[src/rtl/sb_rr_arbiter.sv]
// N-master system-bus arbiter: registered one-hot grant, round-robin fairness,
// bus-lock hold and split-transaction masking of masters until the slave releases them.
module sb_rr_arbiter #(
  parameter int NUM_MASTERS = 4,
  parameter int ID_WIDTH    = 2
) (
  input  logic                   clk,
  input  logic                   rst,
  input  logic [NUM_MASTERS-1:0] req,
  input  logic [NUM_MASTERS-1:0] lock,
  input  logic                   xfer_done,
  input  logic                   split_set,
  input  logic [NUM_MASTERS-1:0] split_release,
  output logic [NUM_MASTERS-1:0] gnt,
  output logic [ID_WIDTH-1:0]    master_id,
  output logic                   mastlock,
  output logic                   bus_busy,
  output logic [NUM_MASTERS-1:0] split_mask
);

  typedef enum logic {IDLE, BUSY} state_e;

  state_e                 state_q, state_d;
  logic [NUM_MASTERS-1:0] gnt_q, gnt_d;
  logic [ID_WIDTH-1:0]    id_q, id_d;
  logic                   lock_q, lock_d;
  logic                   busy_q, busy_d;
  logic [NUM_MASTERS-1:0] mask_q, mask_d;
  logic [ID_WIDTH-1:0]    last_q, last_d;

  logic [NUM_MASTERS-1:0] mask_rel;
  logic [NUM_MASTERS-1:0] eligible;
  logic [NUM_MASTERS-1:0] win_onehot;
  logic                   hi_found, lo_found, win_found;
  logic [ID_WIDTH-1:0]    hi_id, lo_id, win_id;
  logic                   own_lock, own_req, win_lock;

  // Releases take effect in the same cycle, so a released master can win right away.
  assign mask_rel = mask_q & ~split_release;
  assign eligible = req & ~mask_rel;

  // Round-robin: lowest eligible index above last_q, else lowest eligible overall.
  always_comb begin
    hi_found = 1'b0;
    hi_id    = '0;
    lo_found = 1'b0;
    lo_id    = '0;
    for (int i = NUM_MASTERS - 1; i >= 0; i--) begin
      if (eligible[i]) begin
        lo_found = 1'b1;
        lo_id    = ID_WIDTH'(i);
        if (i > int'(last_q)) begin
          hi_found = 1'b1;
          hi_id    = ID_WIDTH'(i);
        end
      end
    end
    win_found = lo_found;
    win_id    = hi_found ? hi_id : lo_id;
  end

  assign win_onehot = {{(NUM_MASTERS-1){1'b0}}, 1'b1} << win_id;
  assign win_lock   = |(win_onehot & lock);
  assign own_lock   = |(gnt_q & lock);
  assign own_req    = |(gnt_q & req);

  always_comb begin
    state_d = state_q;
    gnt_d   = gnt_q;
    id_d    = id_q;
    lock_d  = lock_q;
    last_d  = last_q;
    mask_d  = mask_rel;
    unique case (state_q)
      IDLE: begin
        lock_d = 1'b0;
        if (win_found) begin
          state_d = BUSY;
          gnt_d   = win_onehot;
          id_d    = win_id;
          last_d  = win_id;
          lock_d  = win_lock;
        end
      end
      BUSY: begin
        if (split_set) begin
          // Split overrides lock; the set bit wins over a same-cycle release.
          mask_d  = mask_rel | gnt_q;
          state_d = IDLE;
          gnt_d   = '0;
          lock_d  = 1'b0;
        end else if (own_lock) begin
          lock_d = 1'b1;
        end else if (xfer_done || !own_req) begin
          if (win_found) begin
            gnt_d  = win_onehot;
            id_d   = win_id;
            last_d = win_id;
            lock_d = win_lock;
          end else begin
            state_d = IDLE;
            gnt_d   = '0;
            lock_d  = 1'b0;
          end
        end else begin
          lock_d = 1'b0;
        end
      end
      default: begin
        state_d = IDLE;
        gnt_d   = '0;
        lock_d  = 1'b0;
      end
    endcase
    busy_d = |gnt_d;
  end

  always_ff @(posedge clk or posedge rst) begin
    if (rst) begin
      state_q <= IDLE;
      gnt_q   <= '0;
      id_q    <= '0;
      lock_q  <= 1'b0;
      busy_q  <= 1'b0;
      mask_q  <= '0;
      last_q  <= ID_WIDTH'(NUM_MASTERS - 1);
    end else begin
      state_q <= state_d;
      gnt_q   <= gnt_d;
      id_q    <= id_d;
      lock_q  <= lock_d;
      busy_q  <= busy_d;
      mask_q  <= mask_d;
      last_q  <= last_d;
    end
  end

  assign gnt        = gnt_q;
  assign master_id  = id_q;
  assign mastlock   = lock_q;
  assign bus_busy   = busy_q;
  assign split_mask = mask_q;

endmodule

[config.mk]
export PLATFORM = sky130hd
export DESIGN_NAME = sb_rr_arbiter
export DESIGN_NICKNAME = d
export VERILOG_FILES = /design/src/rtl/sb_rr_arbiter.sv
export SDC_FILE = /design/constraint.sdc
export NUM_CORES = 1
export LEC_CHECK = 0
export CORE_UTILIZATION = 45
export DETAILED_ROUTE_END_ITERATION = 8
export HOLD_SLACK_MARGIN = 0.12
export PLACE_DENSITY_LB_ADDON = 0.2
export SETUP_SLACK_MARGIN = 0.15
export SKIP_LAST_GASP = 1
export SLEW_MARGIN = 20
export SYNTH_ARGS = -nofsm -noshare
export SYNTH_HDL_FRONTEND = slang
export SYNTH_SLANG_ARGS = --single-unit
[constraint.sdc]
create_clock -name clk -period 2.26 [get_ports clk]
set_input_delay 0.452 -clock clk [delete_from_list [all_inputs] [get_ports clk]]
set_output_delay 0.452 -clock clk [all_outputs]
set_load 0.02 [all_outputs]
======== Word-level counts from Yosys, hierarchy flattened ========
Cells that the tools add are included.
cells by class
  add/sub/neg operators ................... 0
  multipliers ............................. 0
  divide/modulo/power cells ............... 0
  order comparisons ....................... 3
  eq/ne operators ......................... 3
  shift operators ......................... 1
  mux-type cells .......................... 49
  bitwise gates (word level) .............. 9
  reduce and logical (&&, ||, !) cells .... 7
operator list
  cell                                                                  count
  2-bit 2-to-1 mux                                                      19
  4-bit 2-to-1 mux                                                      7
  4-bit AND                                                             5
  1-bit 2-to-1 mux                                                      18
  4-bit OR reduction                                                    4
  4-bit NOT                                                             2
  2-bit case mux with 2 select lines                                    2
  4-bit case mux with 2 select lines                                    1
  2-bit > comparator (first input constant)                             2
  2-bit != test (second input constant)                                 2
  4-bit bitwise OR                                                      1
  1-bit case mux with 2 select lines                                    2
  1-bit by 2-bit << shifter with 4-bit output (first input constant)    1
  3-bit AND reduction                                                   1
  1-bit by 2-bit > comparator with 1-bit output (first input constant)  1
  2-bit by 1-bit != test with 1-bit output (second input constant)      1
  1-bit logical NOT                                                     1
  1-bit logical OR                                                      1
  1-bit NOT                                                             1
storage, ports and cells
  flip-flop bits (word level) ............. 15
  bits in latches ......................... 0
  RAM bits ................................ 0
  memory bits (read-only) ................. 0
  bits of input ports ..................... 16
  output and inout port bits .............. 12
  memories ................................ 0

======== Logic depth before layout (Yosys ltp) ========
  depth in word-level cells ............... 18
  depth in mapped cells ................... 6

======== Least setup slack after synthesis ========
No wires, ideal clock.
  path type ............................... register to register
  from .................................... register gnt_q[0] (netlist: gnt[0])
  to ...................................... register busy_q (netlist: bus_busy)
  setup time .............................. 0.072 ns
  data arrival time ....................... 1.689 ns
  path slack .............................. 0.499 ns
  stages on the path, launching flop included .. 7
  path buffers ............................ 0
  clock period less this slack ............ 1.761 ns
  cells stage by stage .................... dfrtp_1 > a22oi_2 > a21oi_2 > o31ai_4 > nand2_2 > or3_1 > nand4b_1
on the way
  longest elaborated chain between the ends .. 9
  elaborated cells between the ends (all ways) .. 12
  those cells by class .................... mux (5); bitwise (2); reduce/logical (5)
ends and longest elaborated chain
  item                                  RTL line  text
  from (decl)                           24        logic [NUM_MASTERS-1:0] gnt_q, gnt_d;
  from (signal assigned)                129       gnt_q <= gnt_d;
  4-bit AND                             65        assign own_req = |(gnt_q & req);
  4-bit OR reduction                    65
  1-bit logical NOT                     94        end else if (xfer_done || !own_req) begin
  1-bit logical OR                      94
  4-bit 2-to-1 mux                      94
  4-bit 2-to-1 mux                      92        end else if (own_lock) begin
  4-bit 2-to-1 mux                      86        if (split_set) begin
  4-bit case mux with 2 select lines *  74        unique case (state_q)
  4-bit OR reduction *                  115       busy_d = |gnt_d;
  named net busy_d                      27        logic busy_q, busy_d;
  to (signal assigned)                  132       busy_q <= busy_d;
  to (decl)                             27
Mark *: on every way through the listed nets, which the timed path passes. The rest lies on a longest branch.
A chain may end at the register's enable or synchronous reset.

======== Worst setup path in the final report ========
  from .................................... input port req[1]
  to ...................................... register lock_q (netlist: mastlock)
on the way
  longest elaborated chain between the ends .. 12
  elaborated cells between the ends (all ways) .. 20
  those cells by class .................... shift (1); mux (12); bitwise (3); reduce/logical (4)
ends and longest elaborated chain
  item                                         RTL line  text
  from (decl)                                  9         input logic [NUM_MASTERS-1:0] req,
  4-bit AND                                    40        assign eligible = req & ~mask_rel;
  2-bit 2-to-1 mux (2 in series)               49        if (eligible[i]) begin
  2-bit 2-to-1 mux                             59        win_id = hi_found ? hi_id : lo_id;
  1-bit by 2-bit << shifter with 4-bit output  62        assign win_onehot = {{(NUM_MASTERS-1){1'b0}}, 1'b1} << win_id;
  4-bit AND                                    63        assign win_lock = |(win_onehot & lock);
  4-bit OR reduction                           63
  1-bit 2-to-1 mux                             77, 95
  1-bit 2-to-1 mux                             94
  1-bit 2-to-1 mux                             92
  1-bit 2-to-1 mux                             86
  1-bit case mux with 2 select lines *         74
  named net lock_d                             26        logic lock_q, lock_d;
  to (signal assigned)                         131       lock_q <= lock_d;
  to (decl)                                    26
Marked as above.

==> summary.txt <==
STA
  • Peak Freq: a little over 0.5 GHz
  • Final slew viol count: 0
  • Min cycle time layout: just under 2 ns
  • Hold Vio Cnt, Final: 0
  • Relative slew margins: 0.6178
  • Worst-Margin Slew: 0.5727 ns
  • Setup tns final: 0 ns
  • Part of the cycle the worst path needs: 0.8719
  • Smallest hold slack: 0.5060 ns
  • RSZ-0062 raised after global routing: false
  • Final setup vio count: 0
  • Clock skew: just under 0.008 ns

CTS
  • Worst skew pair latency: 0.29 ns
  • Total setup buffers inserted after CTS: 0
  • CTS Hold Buffers Added: 0
  • CTS root buffer: clkbuf_4
  • H-tree levels: 1
  • Total CTS buffers: 3
  • CTS Sinks: 15
  • Max Root-Sink Buffers: 2
  • TritonCTS clock tree: yes
  • Clock slew at reported path FFs: ~0.090 ns
  • PostCTS Resize Cnt: 0

Synth
  • Syn Inst Count: 93
  • Yosys top cell area share: 0.3657
  • Yosys reg bits: 15
  • Synth warn: 0
  • Avg Inst Size Synth: ~9.6 µm²
  • Ys flop type: dfrtp_1
  • Area leader, netlist: dfrtp_1
  • Post-synthesis instance area: a little under 900 µm²
  • EDFF count, synth: 0
  • Synth cell count leaders: nand2_1 (15), dfrtp_1 (13), a21oi_1 (5), nand2b_1 (5), nand3_1 (5)
  • Synth cell types: 37
  • Seq/Total Area, Yosys: 0.4248
  • Asr flop ratio synth: 1.000
  • Post-synth net total: about 110
  • Ranking of synthesized cells by area: dfrtp_1 (37%), nand2_1 (6.3%), dfstp_2 (5.9%), mux2_2 (3.8%), nand2b_1 (3.5%)
  • Most frequent cell after synthesis: nand2_1

Power and ir drop
  • Comb pwr share: 0.544
  • Switch share: 0.4105
  • Int Pwr: 885.7 µW
  • Worst VDD drop: around 0.85 mV
  • Switching Power: roughly 620 µW
  • Pwr Density: around 1200 nW/µm²
  • Sequential Power Share: 0.353
  • LEAKAGE: ~0.56 nW
  • Power share of the clock group: 0.103

Global routing
  • First-pass GRT wire length: between 3000 and 4000 µm
  • Largest net degree at the start of global routing: 16
  • Gr usage total: 0.2427
  • GR Overflow Total: 0
  • Vias in the first global route: around 830
  • Initial antenna violation count: 0

Drt
  • Vias: 878
  • Antenna-violating nets left: 0
  • Residual DRC: 0
  • Mean routed wirelength per cell: 14.42 µm
  • Router iterations before antenna repair: 4
  • Initial drt markers: 18
  • Vias per std cell: between 5 and 6
  • WL final: 2264 µm

Floorplanning
  • Initial Util: 0.4989
  • Die X-Extent: ~46 µm
  • Row cnt: 15
  • IO Count: 28
  • Core Area: roughly 1800 µm²
  • Full die area: approximately 2200 µm²
  • Die Y: 46.46 µm

Finish
  • Number of antenna diodes: 0
  • Final core utilization: 0.7102
  • Area Overhead vs Synth: 42.33%
  • Share of cells above drive strength 1: 0.1818
  • Final Non-Filler Cells: about 160
  • Fillers: roughly 140
  • NumNets Final: about 150

Hold path
  • Hold Path Class: input port to asynchronous set/reset pin

Place
  • Post-DP HPWL: 1703 µm
  • Final GP Congestion: between 0.8 and 0.9
  • IO Port Bufs: 27
  • Cell Count Post-Placement: around 150

Setup path
  • Worst EP required: about 2.5 ns
  • Critical path launch point type: input port
  • Max FO, Critical Path: 5
  • Critical Path End Type: flop
  • Critical Path AT: between 2 and 2.5 ns
  • Critical path class: input port to flop

Run
  • Max cap viols: 0

Outcome
  • Status: complete, no violations
registers in the layout, summed over array words and instances, names as in the netlist:
| name | cells |
|---|---|
| gnt | 4 |
| split_mask | 4 |
| last_q | 2 |
| master_id | 2 |
| bus_busy | 1 |
| mastlock | 1 |
| state_q | 1 |
power by group through the flow:
stage                     combinational [mW]  clock (mW)  sequential, mW
final                                  0.818       0.155           0.530
after global routing                   0.882       0.169           0.542
after CTS                              0.820       0.154           0.524
after detailed placement               0.817           0           0.527
after global placement                 0.808           0           0.525
after floorplan                        0.386           0           0.599
layout make-up:
| class | count | area (µm²) | area share |
|---|---|---|---|
| multi-input combinational | 74 | 478.0 | 0.3775 |
| sequential | 15 | 377.9 | 0.2984 |
| timing repair buffer | 37 | 345.3 | 0.2727 |
| tap | 25 | 31.28 | 0.02470 |
| clock buffer | 4 | 26.28 | 0.02075 |
| inverter | 2 | 7.507 | 0.005929 |
placed cells by master, fill, tap and decap left out, types with 2 or more instances in the layout:
cell type,synthesis,final
nand3_1,5,5
dfrtp_1,13,13
nor2_1,4,4
clkbuf_4,0,3
dfstp_2,2,2
nor2b_1,4,4
mux2_2,3,3
o21ai_0,4,4
nand2_1,15,15
a22oi_1,3,3
a21oi_1,5,5
clkdlybuf4s50_1,0,27
buf_4,0,10
o21ai_1,2,2
inv_1,2,2
mux2i_1,2,2
a22oi_2,2,2
nand2b_1,5,5
cells by family (layout without fill, tap and decap cells):
| family | after synthesis | after routing | synth area share |
|---|---|---|---|
| muxes | 5 | 5 | 0.06048 |
| buffers and inverters | 4 | 43 | 0.03797 |
| AOI/OAI and AO/OA | 28 | 28 | 0.2447 |
| and+or+nand+nor | 41 | 41 | 0.2321 |
| DFF | 15 | 15 | 0.4248 |
stage by stage:
| stage | cell area [µm²] | setup WS [ns] | power [mW] |
|---|---|---|---|
| 2_1_floorplan | 889.6 | 0.4989 | 0.9853 |
| 3_3_place_gp | 1240 | 0.03718 | 1.332 |
| 3_5_place_dp | 1240 | -0.02184 | 1.345 |
| 4_1_cts | 1266 | 0.2844 | 1.498 |
| 5_1_grt | 1266 | 0.2115 | 1.593 |
| 6_report | 1266 | 0.2895 | 1.503 |
critical path, cell delays in order:
cell and delay (ns):
clkdlybuf4s50_1 0.49, inv_1 0.06, or4_1 0.50, o211a_1 0.18, mux2i_1 0.13, mux2_2 0.26, o21ai_1 0.12
layer usage:
layer / vias up / wire length [µm] / GRT usage
met5: - / 0 / 0
met4: 0 / 42 / 0.1235
met3: 9 / 185 / 0.06275
met2: 42 / 1020 / 0.4028
met1: 405 / 1016 / 0.2840
li1: 422 / - / -
worst paths after layout:
path | from | to | slack (ns) | cells after the start
worst max-delay path | req[1] | mastlock$_DFF_PP0_ | 0.29 | 7
worst min-delay path | rst | split_mask[0]$_DFF_PP0_ | 0.51 | 2
worst max register to register | last_q[0]$_DFFE_PP1P_ | bus_busy$_DFF_PP0_ | 0.47 | 6
worst min register to register | master_id[0]$_DFFE_PP0P_ | master_id[0]$_DFFE_PP0P_ | 0.52 | 2
max in group asynchronous | rst | last_q[0]$_DFFE_PP1P_ | 1.37 | 2
min in group clk | master_id[0]$_DFFE_PP0P_ | master_id[0]$_DFFE_PP0P_ | 0.52 | 2
(Power assumes the default switching activity.)
